===== config.mk =====
export PLATFORM = sky130hd
export DESIGN_NAME = bmp_ram_arbiter
export DESIGN_NICKNAME = d
export VERILOG_FILES = /design/src/rtl/bmp_ram_arbiter.sv
export SDC_FILE = /design/constraint.sdc
export NUM_CORES = 1
export LEC_CHECK = 0
export CORE_ASPECT_RATIO = 0.8
export CORE_MARGIN = 5
export CORE_UTILIZATION = 37
export CTS_BUF_LIST = sky130_fd_sc_hd__clkbuf_4 sky130_fd_sc_hd__clkbuf_8 sky130_fd_sc_hd__clkbuf_16
export CTS_CLUSTER_SIZE = 8
export DETAILED_ROUTE_END_ITERATION = 10
export GPL_TIMING_DRIVEN = 0
export PLACE_DENSITY_LB_ADDON = 0.25
export SETUP_SLACK_MARGIN = 0.2
export SYNTH_ARGS = -nofsm -noshare
export SYNTH_HDL_FRONTEND = slang
export SYNTH_SLANG_ARGS = --single-unit

===== constraint.sdc =====
create_clock -name clk -period 2.75 [get_ports clk]
set_input_delay 0.275 -clock clk [delete_from_list [all_inputs] [get_ports clk]]
set_output_delay 0.275 -clock clk [all_outputs]
set_load 0.05 [all_outputs]

===== src/rtl/bmp_ram_arbiter.sv =====
// Purpose    : shares the single-port BMP RAM between the loader (req 0) and the pixel engine (req 1).
// Latency    : command accepted in N drives the RAM in N+1; read data returns with rvalid in N+2.
// Backpressure: combinational round-robin grant; a requester holds its command until gnt.
//
// Ports
//   clk, rst                     rising-edge clock, synchronous active-high reset
//   req0/wen0/addr0/wdata0/gnt0  requester 0 (BMP loader) command + grant
//   req1/wen1/addr1/wdata1/gnt1  requester 1 (pixel engine) command + grant
//   rvalid0, rvalid1, rdata      read response; rdata is shared and qualified by rvalid0/rvalid1
//   RAM_ren/RAM_wen/RAM_addr/RAM_in/RAM_out  registered RAM controls, raw RAM read data
//   err_wp                       sticky header-write-violation flag
//
// Build option: define HDR_PROTECT_EN to suppress requester-1 writes below HDR_SIZE and
// flag them on err_wp. Without it every write reaches the RAM and err_wp stays 0.

module bmp_ram_arbiter #(
  parameter int ADDR_WIDTH = 20,
  parameter int BYTE_WIDTH = 8,
  parameter int HDR_SIZE   = 54
) (
  input  logic                  clk,
  input  logic                  rst,

  input  logic                  req0,
  input  logic                  wen0,
  input  logic [ADDR_WIDTH-1:0] addr0,
  input  logic [BYTE_WIDTH-1:0] wdata0,
  output logic                  gnt0,
  output logic                  rvalid0,

  input  logic                  req1,
  input  logic                  wen1,
  input  logic [ADDR_WIDTH-1:0] addr1,
  input  logic [BYTE_WIDTH-1:0] wdata1,
  output logic                  gnt1,
  output logic                  rvalid1,

  output logic [BYTE_WIDTH-1:0] rdata,

  output logic                  RAM_ren,
  output logic                  RAM_wen,
  output logic [ADDR_WIDTH-1:0] RAM_addr,
  output logic [BYTE_WIDTH-1:0] RAM_in,
  input  logic [BYTE_WIDTH-1:0] RAM_out,

  output logic                  err_wp
);

`ifdef HDR_PROTECT_EN
  localparam logic HDR_PROTECT = 1'b1;
`else
  localparam logic HDR_PROTECT = 1'b0;
`endif

  localparam logic [ADDR_WIDTH-1:0] HDR_LIMIT = ADDR_WIDTH'(HDR_SIZE);

  // Identity of the requester that won the most recent accept. Resets to 1
  // so that requester 0 wins the very first tie.
  logic last_gnt;

  // Selected command (valid only when cmd_acc is high).
  logic                  cmd_acc;
  logic                  cmd_id;
  logic                  cmd_wen;
  logic [ADDR_WIDTH-1:0] cmd_addr;
  logic [BYTE_WIDTH-1:0] cmd_wdata;
  logic                  cmd_block;

  // Read tag pipeline: stage 1 lines up with RAM_ren, stage 2 with RAM_out.
  logic tag1_vld;
  logic tag1_id;
  logic tag2_vld;
  logic tag2_id;

  // ---------------------------------------------------------------------------
  // Round-robin grant. A lone requester always wins; on a tie the requester
  // that did not win last time is served, which gives strict alternation
  // under continuous contention.
  // ---------------------------------------------------------------------------
  always_comb begin
    gnt0 = 1'b0;
    gnt1 = 1'b0;
    if (!rst) begin
      gnt0 = req0 && (!req1 || last_gnt);
      gnt1 = req1 && (!req0 || !last_gnt);
    end
  end

  // Command mux: at most one grant is ever high, so gnt1 alone selects.
  always_comb begin
    cmd_acc   = gnt0 || gnt1;
    cmd_id    = gnt1;
    cmd_wen   = gnt1 ? wen1   : wen0;
    cmd_addr  = gnt1 ? addr1  : addr0;
    cmd_wdata = gnt1 ? wdata1 : wdata0;
  end

  // Pixel-engine write into the BMP header region. Still granted (so the
  // engine is not stalled forever) but dropped on the way to the RAM.
  always_comb begin
    cmd_block = HDR_PROTECT && gnt1 && wen1 && (addr1 < HDR_LIMIT);
  end

  // ---------------------------------------------------------------------------
  // Arbitration state and registered RAM controls.
  // ---------------------------------------------------------------------------
  always_ff @(posedge clk) begin
    if (rst) begin
      last_gnt <= 1'b1;
      RAM_ren  <= 1'b0;
      RAM_wen  <= 1'b0;
      RAM_addr <= '0;
      RAM_in   <= '0;
    end else begin
      RAM_ren <= cmd_acc && !cmd_wen;
      RAM_wen <= cmd_acc && cmd_wen && !cmd_block;
      if (cmd_acc) begin
        last_gnt <= cmd_id;
        RAM_addr <= cmd_addr;
        RAM_in   <= cmd_wdata;
      end
    end
  end

  // ---------------------------------------------------------------------------
  // Read tag pipeline. Clearing on reset drops any read still in flight.
  // ---------------------------------------------------------------------------
  always_ff @(posedge clk) begin
    if (rst) begin
      tag1_vld <= 1'b0;
      tag1_id  <= 1'b0;
      tag2_vld <= 1'b0;
      tag2_id  <= 1'b0;
    end else begin
      tag1_vld <= cmd_acc && !cmd_wen;
      tag1_id  <= cmd_id;
      tag2_vld <= tag1_vld;
      tag2_id  <= tag1_id;
    end
  end

  always_comb begin
    rvalid0 = tag2_vld && !tag2_id;
    rvalid1 = tag2_vld &&  tag2_id;
    rdata   = RAM_out;
  end

  // ---------------------------------------------------------------------------
  // Sticky header-write violation. cmd_block is constant 0 when protection is
  // compiled out, leaving err_wp permanently low.
  // ---------------------------------------------------------------------------
  always_ff @(posedge clk) begin
    if (rst) begin
      err_wp <= 1'b0;
    end else if (cmd_block) begin
      err_wp <= 1'b1;
    end
  end

  // ---------------------------------------------------------------------------
  // Structural invariants.
  // ---------------------------------------------------------------------------
  a_one_grant : assert property (@(posedge clk) !(gnt0 && gnt1));
  a_one_rvalid: assert property (@(posedge clk) !(rvalid0 && rvalid1));
  a_one_op    : assert property (@(posedge clk) !(RAM_ren && RAM_wen));

endmodule


==> summary.md <==
| Metric | Value |
|---|---|
| Inst Count DP | `324` |
| First drt pass iteration count | `4` |
| Setup WS pre-CTS | `0.243 ns` |
| Post-DP HPWL | `3930 um` |
| CTS tree | `built` |
| Tcrit/Tclk final | `0.894` |
| Area grow syn2layout | `73.9%` |
| Syn Area/Cell | `9.63 um^2` |
| Post-DRT Antenna Nets | `0` |
| Initial antenna violation count | `0` |
| Crit path kind | `input pin to primary output` |
| Core Footprint | `0.00418 mm^2` |
| N_diodes | `0` |
| Slowest-stage cell, CP | `clkdlybuf4s50_1` |
| WP data required | `2.48 ns` |
| Pin count of the biggest net entering global routing | `11` |
| Status | `completed` |
| 1st-iter DRT viols | `138` |
| Total GRT Usage | `0.183` |
| Final setup TNS | `0 ns` |
| Fin crit period | `2.46 ns` |
| Max Clk Rate | `407 MHz` |
| Routed WL | `5250 um` |
| Critical Path AT | `2.18 ns` |
| Worst hold-check path type | `register to register` |
| Pwr/cell area | `488 mW/mm^2` |
| Max Root-Sink Buffers | `2` |
| Critical-path cell list | `clkdlybuf4s50_1, clkbuf_2, a21oi_1, and2_1, clkdlybuf4s50_1` |
| Filler Cell Count | `349` |
| Chip height | `68.6 um` |
| Crit Path Max Fanout | `10` |
| Num ports | `113` |
| Post-Synthesis Cells | `165` |
| Clock Sinks | `34` |
| Vias | `1690` |
| Reg area | `681 um^2` |
| CTS clk-pin slew, worst paths | `0.07 ns` |
| H-tree depth | `2` |
| Worst-Margin Slew | `0.622 ns` |
| Setup bufs post-CTS | `0` |
| DIE AREA | `0.00571 mm^2` |
| Register bit count reported by yosys | `34` |
| Grt ovf | `0` |
| Mapped Area | `0.00159 mm^2` |
| Num CTS Buffers | `5` |
| Crit end category | `primary output` |
| Clk Latency, worst-skew pair | `0.28 ns` |
| Synth Net Count | `235` |
| Initial Util | `0.380` |
| Layout cell share with drive strength beyond 1 | `0.0985` |
| Leakage | `1.14 nW` |
| Setup Viol. Count Final | `0` |
| RSZ-0062 raised after global routing | `no` |
| Largest cells by area after synthesis | `dfxtp_1 (43%), a221o_1 (18%), a2111oi_0 (15%)` |
| Post-synthesis sequential area ratio | `0.428` |
| Skew final | `0.00509 ns` |
| WL/cell | `15.9 um` |
| GP Congestion | `0.734` |
| PnR worst setup slack | `0.292 ns` |
| Post-DP Area | `0.00268 mm^2` |
| Crit-path max cell delay | `0.81 ns` |
| Yosys cell types | `21` |
| Max_cap viols | `0` |
| CP Launch Type | `input pin` |
| Synth Warn # | `0` |
| Vias per inst | `5.11` |
| Port Buf Inserts | `102` |
| First-pass GRT wire length | `8360 um` |
| Die width | `83.3 um` |
| Area of the multi-input gates | `638 um^2` |
| Post-synth top area share | `0.428` |
| Vias in the first global route | `1717` |
| Fin. Hold Viols | `0` |
| Leading area contributor after synthesis | `dfxtp_1` |
| Slew Limit Fails | `0` |
| Nets | `344` |
| Row count | `21` |
| Fin area | `0.00276 mm^2` |
| Root buf cell | `clkbuf_8` |
| Slew Limit Headroom | `0.583` |
| CP most frequent cell | `clkdlybuf4s50_1` |
| Post-route DRC | `0` |
| Maximum vdd drop | `0.259 mV` |
| Filler-free cell count of the finished design | `331` |
-- critical path, delay by kind of cell --
family / cells / cell delay, ns
AOI/OAI and AO/OA: 1 / 0.17
buffers and inverters: 3 / 1.59
and+or+nand+nor: 1 / 0.15
-- synthesized netlist by cell type --
cell type / number
conb_1: 1
and3b_1: 1
a221o_1: 28
inv_2: 1
nand4_1: 1
a31o_2: 1
and2_1: 2
buf_4: 9
nor2b_1: 3
nor3_2: 1
inv_1: 31
and3_4: 1
buf_2: 3
clkbuf_1: 12
o21ai_0: 2
a21oi_1: 2
dfxtp_1: 34
buf_6: 2
and3_1: 1
nand2_2: 1
a2111oi_0: 28
-- where the power goes --
group          total, W  switching [W]  internal, W
sequential     0.000552      0.0000200     0.000532
combinational  0.000453       0.000255     0.000199
clock          0.000344       0.000175     0.000170
-- final timing paths --
kind                                             from                endpoint  slack (ns)  cells past startpoint
worst max-delay path                              rst                    gnt0        0.29                      5
worst min register to register     tag1_id$_SDFF_PP0_      tag2_id$_SDFF_PP0_        0.44                      1
worst min-delay path               tag1_id$_SDFF_PP0_      tag2_id$_SDFF_PP0_        0.44                      1
worst max register to register  last_gnt$_SDFFE_PP1P_  RAM_in[6]$_SDFFE_PP0P_        1.37                      4
-- logic make-up after synthesis --
group	synth area share
AO/OA/AOI/OAI	0.349
buffers and inverters	0.170
flip-flops	0.428
AND/OR/NAND/NOR	0.0504
other	0.00236
-- per-stage QoR --
step	hold WS (ns)	util	power, W
floorplan	0.375	-	0.000816
global placement	0.424	0.642	0.00101
detailed placement	0.425	0.642	0.00102
CTS	0.442	0.661	0.00136
global route	0.462	0.662	0.00141
finish	0.436	0.662	0.00135
-- final cells by class --
class,instances,share of cell area
buffer,26,0.0548
timing repair buffer,102,0.370
sequential,34,0.246
multi-input combinational,73,0.231
clock buffer,5,0.0249
inverter,32,0.0435
clock inverter,2,0.00362
tap,57,0.0258
-- repair_timing --
item / CTS / global route
hold buffers: 0 / 0
gates resized for setup: 0 / 3
setup endpoints to repair: 0 / 2
-- cells in the final DEF (no fill, tap or decap) --
master / n
clkdlybuf4s50_1: 101
dfxtp_1: 34
inv_1: 31
a2111oi_0: 28
a221o_1: 28
clkbuf_1: 11
buf_4: 9
clkbuf_8: 5
buf_2: 3
nor2b_1: 3
a21oi_1: 2
and2_1: 2
buf_6: 2
o21ai_0: 2
clkinv_2: 2
inv_2: 1
nand2_2: 1
and3_4: 1
clkbuf_2: 1
nor3_2: 1
nand4_1: 1
a31o_2: 1
and3b_1: 1
and3_1: 1
conb_1: 1
dlymetal6s2s_1: 1
-- flip-flops by register name (all words and copies together), names as in the netlist --
signal / count
tag2_vld: 1
tag2_id: 1
tag1_id: 1
RAM_in: 8
RAM_addr: 20
last_gnt: 1
RAM_wen: 1
tag1_vld: 1
-- routing by layer --
| layer | up-vias | global-route usage | share of wire |
|---|---|---|---|
| li1 | 836 | - | - |
| met1 | 786 | 0.231 | 0.45 |
| met2 | 64 | 0.309 | 0.47 |
| met3 | 4 | 0.0523 | 0.074 |
| met4 | 0 | 0.0551 | 0.0067 |
| met5 | - | 0 | 0 |
Power figures use the tool's default switching activity.
